===== src/rtl/tgl_hs_responder.sv =====
// -----------------------------------------------------------------------------
// tgl_hs_responder
//
// Responder end of a two-phase toggle handshake. Every level change of
// req_tgl is one request. The request line is synchronised, each flip is
// detected as a one-cycle edge, the payload is captured with a one-cycle
// strobe, and ack_tgl is flipped ACK_DLY cycles after the capture.
//
// Parameters
//   SYNC_STAGES  flops in the req_tgl synchroniser (2..4)
//   DW           payload width
//   ACK_DLY      cycles from capture to the ack_tgl flip (1..15)
//
// Ports
//   clk       rising-edge clock
//   rst       asynchronous, active-low reset
//   req_tgl   request toggle from the initiator
//   data_in   payload, sampled only at the capture edge
//   ack_tgl   acknowledge toggle, flips once per accepted request
//   pulse     one-cycle strobe on capture
//   data_out  captured payload
//   data_vld  high from the first capture until reset
//   busy      high while the FSM is in HOLD (doubles as the FSM state view)
//   evt_cnt   accepted-request count, wraps 255->0
//   ovr       sticky overrun flag
//
// Handshake: a request is posted by flipping req_tgl with data_in already
// stable; it is acknowledged by the ack_tgl flip, after which the initiator
// may change data_in and flip again. An edge seen while in HOLD is dropped.
//
// Configuration macro: TGL_HS_OVR_DET_EN
//   defined   - an edge detected in HOLD sets ovr until reset
//   undefined - ovr is tied to 0 and no overrun logic exists
// -----------------------------------------------------------------------------
module tgl_hs_responder #(
   parameter int SYNC_STAGES = 2,
   parameter int DW          = 8,
   parameter int ACK_DLY     = 2
) (
   input  logic          clk,
   input  logic          rst,
   input  logic          req_tgl,
   input  logic [DW-1:0] data_in,
   output logic          ack_tgl,
   output logic          pulse,
   output logic [DW-1:0] data_out,
   output logic          data_vld,
   output logic          busy,
   output logic [7:0]    evt_cnt,
   output logic          ovr
);

   typedef enum logic {
      ST_IDLE = 1'b0,
      ST_HOLD = 1'b1
   } state_t;

   localparam logic [3:0] HOLD_INIT = 4'(ACK_DLY);

   state_t                 r_state;
   logic [SYNC_STAGES-1:0] r_sync;
   logic                   r_req_d;
   logic [3:0]             r_hold_cnt;
   logic                   r_ack;
   logic                   r_pulse;
   logic [DW-1:0]          r_data;
   logic                   r_vld;
   logic [7:0]             r_evt_cnt;
`ifdef TGL_HS_OVR_DET_EN
   logic                   r_ovr;
`endif

   logic w_req_s;
   logic w_edge;

   // Last synchroniser stage is the usable request level; an edge is any
   // difference between it and its one-cycle-delayed copy.
   assign w_req_s = r_sync[SYNC_STAGES-1];
   assign w_edge  = w_req_s ^ r_req_d;

   always_ff @(posedge clk or negedge rst) begin
      if (!rst) begin
         r_sync  <= '0;
         r_req_d <= 1'b0;
      end else begin
         r_sync  <= {r_sync[SYNC_STAGES-2:0], req_tgl};
         r_req_d <= w_req_s;
      end
   end

   always_ff @(posedge clk or negedge rst) begin
      if (!rst) begin
         r_state    <= ST_IDLE;
         r_hold_cnt <= 4'd0;
         r_ack      <= 1'b0;
         r_pulse    <= 1'b0;
         r_data     <= '0;
         r_vld      <= 1'b0;
         r_evt_cnt  <= 8'd0;
`ifdef TGL_HS_OVR_DET_EN
         r_ovr      <= 1'b0;
`endif
      end else begin
         case (r_state)
            ST_IDLE: begin
               r_pulse <= 1'b0;
               if (w_edge) begin
                  r_data     <= data_in;
                  r_pulse    <= 1'b1;
                  r_vld      <= 1'b1;
                  r_evt_cnt  <= r_evt_cnt + 8'd1;
                  r_hold_cnt <= HOLD_INIT;
                  r_state    <= ST_HOLD;
               end
            end
            ST_HOLD: begin
               r_pulse <= 1'b0;
               // The count reaching zero on this edge is the ack edge, so the
               // flip happens while the counter still reads one.
               if (r_hold_cnt == 4'd1) begin
                  r_hold_cnt <= 4'd0;
                  r_ack      <= ~r_ack;
                  r_state    <= ST_IDLE;
               end else begin
                  r_hold_cnt <= r_hold_cnt - 4'd1;
               end
`ifdef TGL_HS_OVR_DET_EN
               // An edge here is dropped; only the sticky flag records it.
               if (w_edge) begin
                  r_ovr <= 1'b1;
               end
`endif
            end
            default: begin
               r_state <= ST_IDLE;
            end
         endcase
      end
   end

   assign ack_tgl  = r_ack;
   assign pulse    = r_pulse;
   assign data_out = r_data;
   assign data_vld = r_vld;
   assign busy     = (r_state == ST_HOLD);
   assign evt_cnt  = r_evt_cnt;
`ifdef TGL_HS_OVR_DET_EN
   assign ovr      = r_ovr;
`else
   assign ovr      = 1'b0;
`endif

endmodule


===== config.mk =====
export PLATFORM = sky130hd
export DESIGN_NAME = tgl_hs_responder
export DESIGN_NICKNAME = d
export VERILOG_FILES = /design/src/rtl/tgl_hs_responder.sv
export SDC_FILE = /design/constraint.sdc
export NUM_CORES = 1
export LEC_CHECK = 0
export CAP_MARGIN = 10
export CORE_MARGIN = 4
export CORE_UTILIZATION = 37
export DETAILED_ROUTE_END_ITERATION = 7
export HOLD_SLACK_MARGIN = 0.03
export PLACE_DENSITY_LB_ADDON = 0.3
export SYNTH_ARGS = -nofsm -noshare
export SYNTH_HDL_FRONTEND = slang
export SYNTH_SLANG_ARGS = --single-unit

===== constraint.sdc =====
create_clock -name clk -period 2.2 [get_ports clk]
set_input_delay 0.66 -clock clk [delete_from_list [all_inputs] [get_ports clk]]
set_output_delay 0.66 -clock clk [all_outputs]
set_load 0.05 [all_outputs]

==> impl_metrics.ini <==
[cts]
clk_path_buf_depth = 2
cts_setup_buffers = 0
insertion_delay_ns = 0.32
numCtsBuffers = 3
clkSinkCount = 27
clk_pin_slew_ns = 0.14
htreeDepth = 1
cts_tree = done
cts_hold_buf = 0
root_buffer = clkbuf_4

[logic_synthesis]
async_reset_ff_frac = 1.000
syn_inst = 83
ys.flop_type = dfrtp_1
synth_edf_count = 0
ys_types = 26
yosys_register_bits = 27
ys_warn_count = 0
ys_seq_area_frac = 0.5876
synth_nets = 97
synth_area_um2 = 1150
avgSynthCellArea_um2 = 13.85

[timing]
relSlewSlack = 0.6543
setup_viol = 0
drv_slew = 0
hold_viol = 0
max_freq_ghz = 0.4726
grt_setup_unrepaired = no
fin_skew_ns = 0.006409
min_period_ns = 2.116
post-route-period-util = 0.9617
tightest_slew_ns = 0.5185
final.setup.tns_ns = 0

[detailed_routing]
firstDrtPassIters = 4
wl_per_cell_um = 13.04
vias = 731
totalWireLength_um = 1904
drc = 0
dr.first_iter.drc_count = 37
postRouteAntennaNets = 0
vias_per_cell = 5.007

[die]
pin_count = 32
die_y_um = 63.75
fp.dieW_um = 63.75
core-area_um2 = 2853
initial_core_util = 0.4031
rows = 19
dieArea_um2 = 4063

[run]
cap_violations = 0

[worst_setup_path]
crit_chain = clkdlybuf4s50_1
crit_path_end_kind = output pin
rrSetupSlack_ns = 0.69
cp_slowest_cell = clkdlybuf4s50_1
reg2reg_depth = 2
reg2reg_from = busy
cpPeakStageDelay_ns = 0.79
critical_path_class = flip-flop to output pin
r2r-end = data_out[2]
cp_num_buf_inv = 1
startpoint_type = flip-flop
cp.arrival_ns = 1.46
critPathTopFamily = buffers and inverters
crit_required_ns = 1.54
cp.depth = 1
critPathMaxFanout = 1

[min_path]
worstHoldEndpoint = r_sync[1]
worstHoldPathType = flip-flop to flip-flop
holdPathStages = 0
worstHoldStart = r_sync[0]

[pwr]
p_leak_nw = 0.8052
pwr_density_cell_nw_per_um2 = 1424
peakVddDrop_mv = 0.6791

[final_layout]
area_growth_pct = 31.99
antenna_cells = 0
register_area_um2 = 675.6
multi_input_area_um2 = 442.9
fillers = 262
final_util = 0.5320
layout.nets = 130
drive_above_1_share = 0.2348

[grt]
grt_use_total = 0.1027
grt_remaining_overflow = 0
grt_pass1_vias = 737
grt_max_degree = 28
grt_pass1_wl_um = 3305
antenna_found_initial = 0

[outcome]
outcome = completed

[place]
hpwl_um = 1417
gp_congestion = 0.7594
port-buffer-count = 30
-- registers in the layout (all words and copies together), names as in the netlist --
| register | cells |
|---|---|
| data_out | 8 |
| evt_cnt | 8 |
| r_hold_cnt | 4 |
| r_sync | 2 |
| ack_tgl | 1 |
| busy | 1 |
| data_vld | 1 |
| pulse | 1 |
| r_req_d | 1 |
-- what timing repair did --
action,4_1_cts,5_1_grt
setup endpoints to repair,0,10
resized for setup,0,10
hold endpoints to repair,0,0
-- cell type report --
cell class / instances / area share
inverters: 2 / 0.004946
well taps: 31 / 0.02556
multi-input cells: 51 / 0.2918
clock buffers: 3 / 0.01484
clock inverters: 1 / 0.004946
flip-flops and latches: 27 / 0.4452
repair buffers: 31 / 0.2127
-- synth_stat cells, types with 2 or more instances --
cell type	count	area, µm²
mux2_2	3	33.78
dfrtp_1	27	675.7
mux2_4	7	105.1
inv_1	2	7.510
nor2_1	5	18.77
nor3_1	6	30.03
xor2_1	9	78.83
ha_1	3	37.54
nand4_1	2	12.51
mux2i_1	2	20.02
nand2_1	2	7.510
-- per-stage QoR --
| step | instance area [µm²] | hold WS, ns | cells | setup WS (ns) | total power [mW] |
|---|---|---|---|---|---|
| floorplan | 1150 | 0.3312 | 83 | 0.6861 | 1.621 |
| global placement | 1463 | 0.3361 | 142 | 0.4017 | 1.963 |
| detailed placement | 1463 | 0.3575 | 142 | 0.3965 | 1.983 |
| CTS | 1493 | 0.3898 | 146 | 0.01564 | 2.198 |
| global route | 1518 | 0.3956 | 146 | 0.03517 | 2.287 |
| finish | 1518 | 0.3809 | 146 | 0.08423 | 2.161 |
-- worst max-delay path by stage --
stage | start | to | slack [ns]
after global routing | pulse | pulse | 0.04
after detailed placement | evt_cnt[7] | evt_cnt[7] | 0.40
after CTS | data_out[5] | data_out[5] | 0.02
after floorplan | busy | evt_cnt[7] | 0.69
final | pulse | pulse | 0.08
after global placement | evt_cnt[7] | evt_cnt[7] | 0.40
-- where the power goes --
part / leakage (nW) / switching [mW] / internal [mW]
Sequential: 0.328 / 0.157 / 0.668
Clock: 0.0139 / 0.139 / 0.0694
Combinational: 0.464 / 0.676 / 0.452
Total: 0.805 / 0.971 / 1.19
-- cell usage in the layout (no fill, tap or decap), drive strengths merged, types with 2 or more instances in the layout --
| master | count |
|---|---|
| clkbuf | 3 |
| inv | 2 |
| nand4 | 2 |
| clkdlybuf4s50 | 11 |
| nand2 | 2 |
| buf | 10 |
| nor2 | 6 |
| dlymetal6s2s | 10 |
| ha | 3 |
| dfrtp | 27 |
| xor2 | 9 |
| nor3 | 6 |
| mux2i | 2 |
| mux2 | 10 |
-- layer usage --
metal	up-vias	GRT usage	wire length, µm	part of all wire
met5	-	0	0	0
met3	4	0.03503	109	0.057
met1	361	0.1284	875	0.46
met4	0	0.04043	28	0.015
li1	344	-	-	-
met2	22	0.1643	890	0.47
-- cell families after synthesis --
family                     after synthesis  synth area share
muxes                                   12            0.1382
AOI/OAI and AO/OA                        3           0.02067
and+or+nand+nor                         22            0.1077
buffers and inverters                    5           0.02720
other                                    1          0.003261
DFF                                     27            0.5876
adders and majority gates                3           0.03265
xor gates and xnor gates                10           0.08271
(Power assumes the default switching activity.)
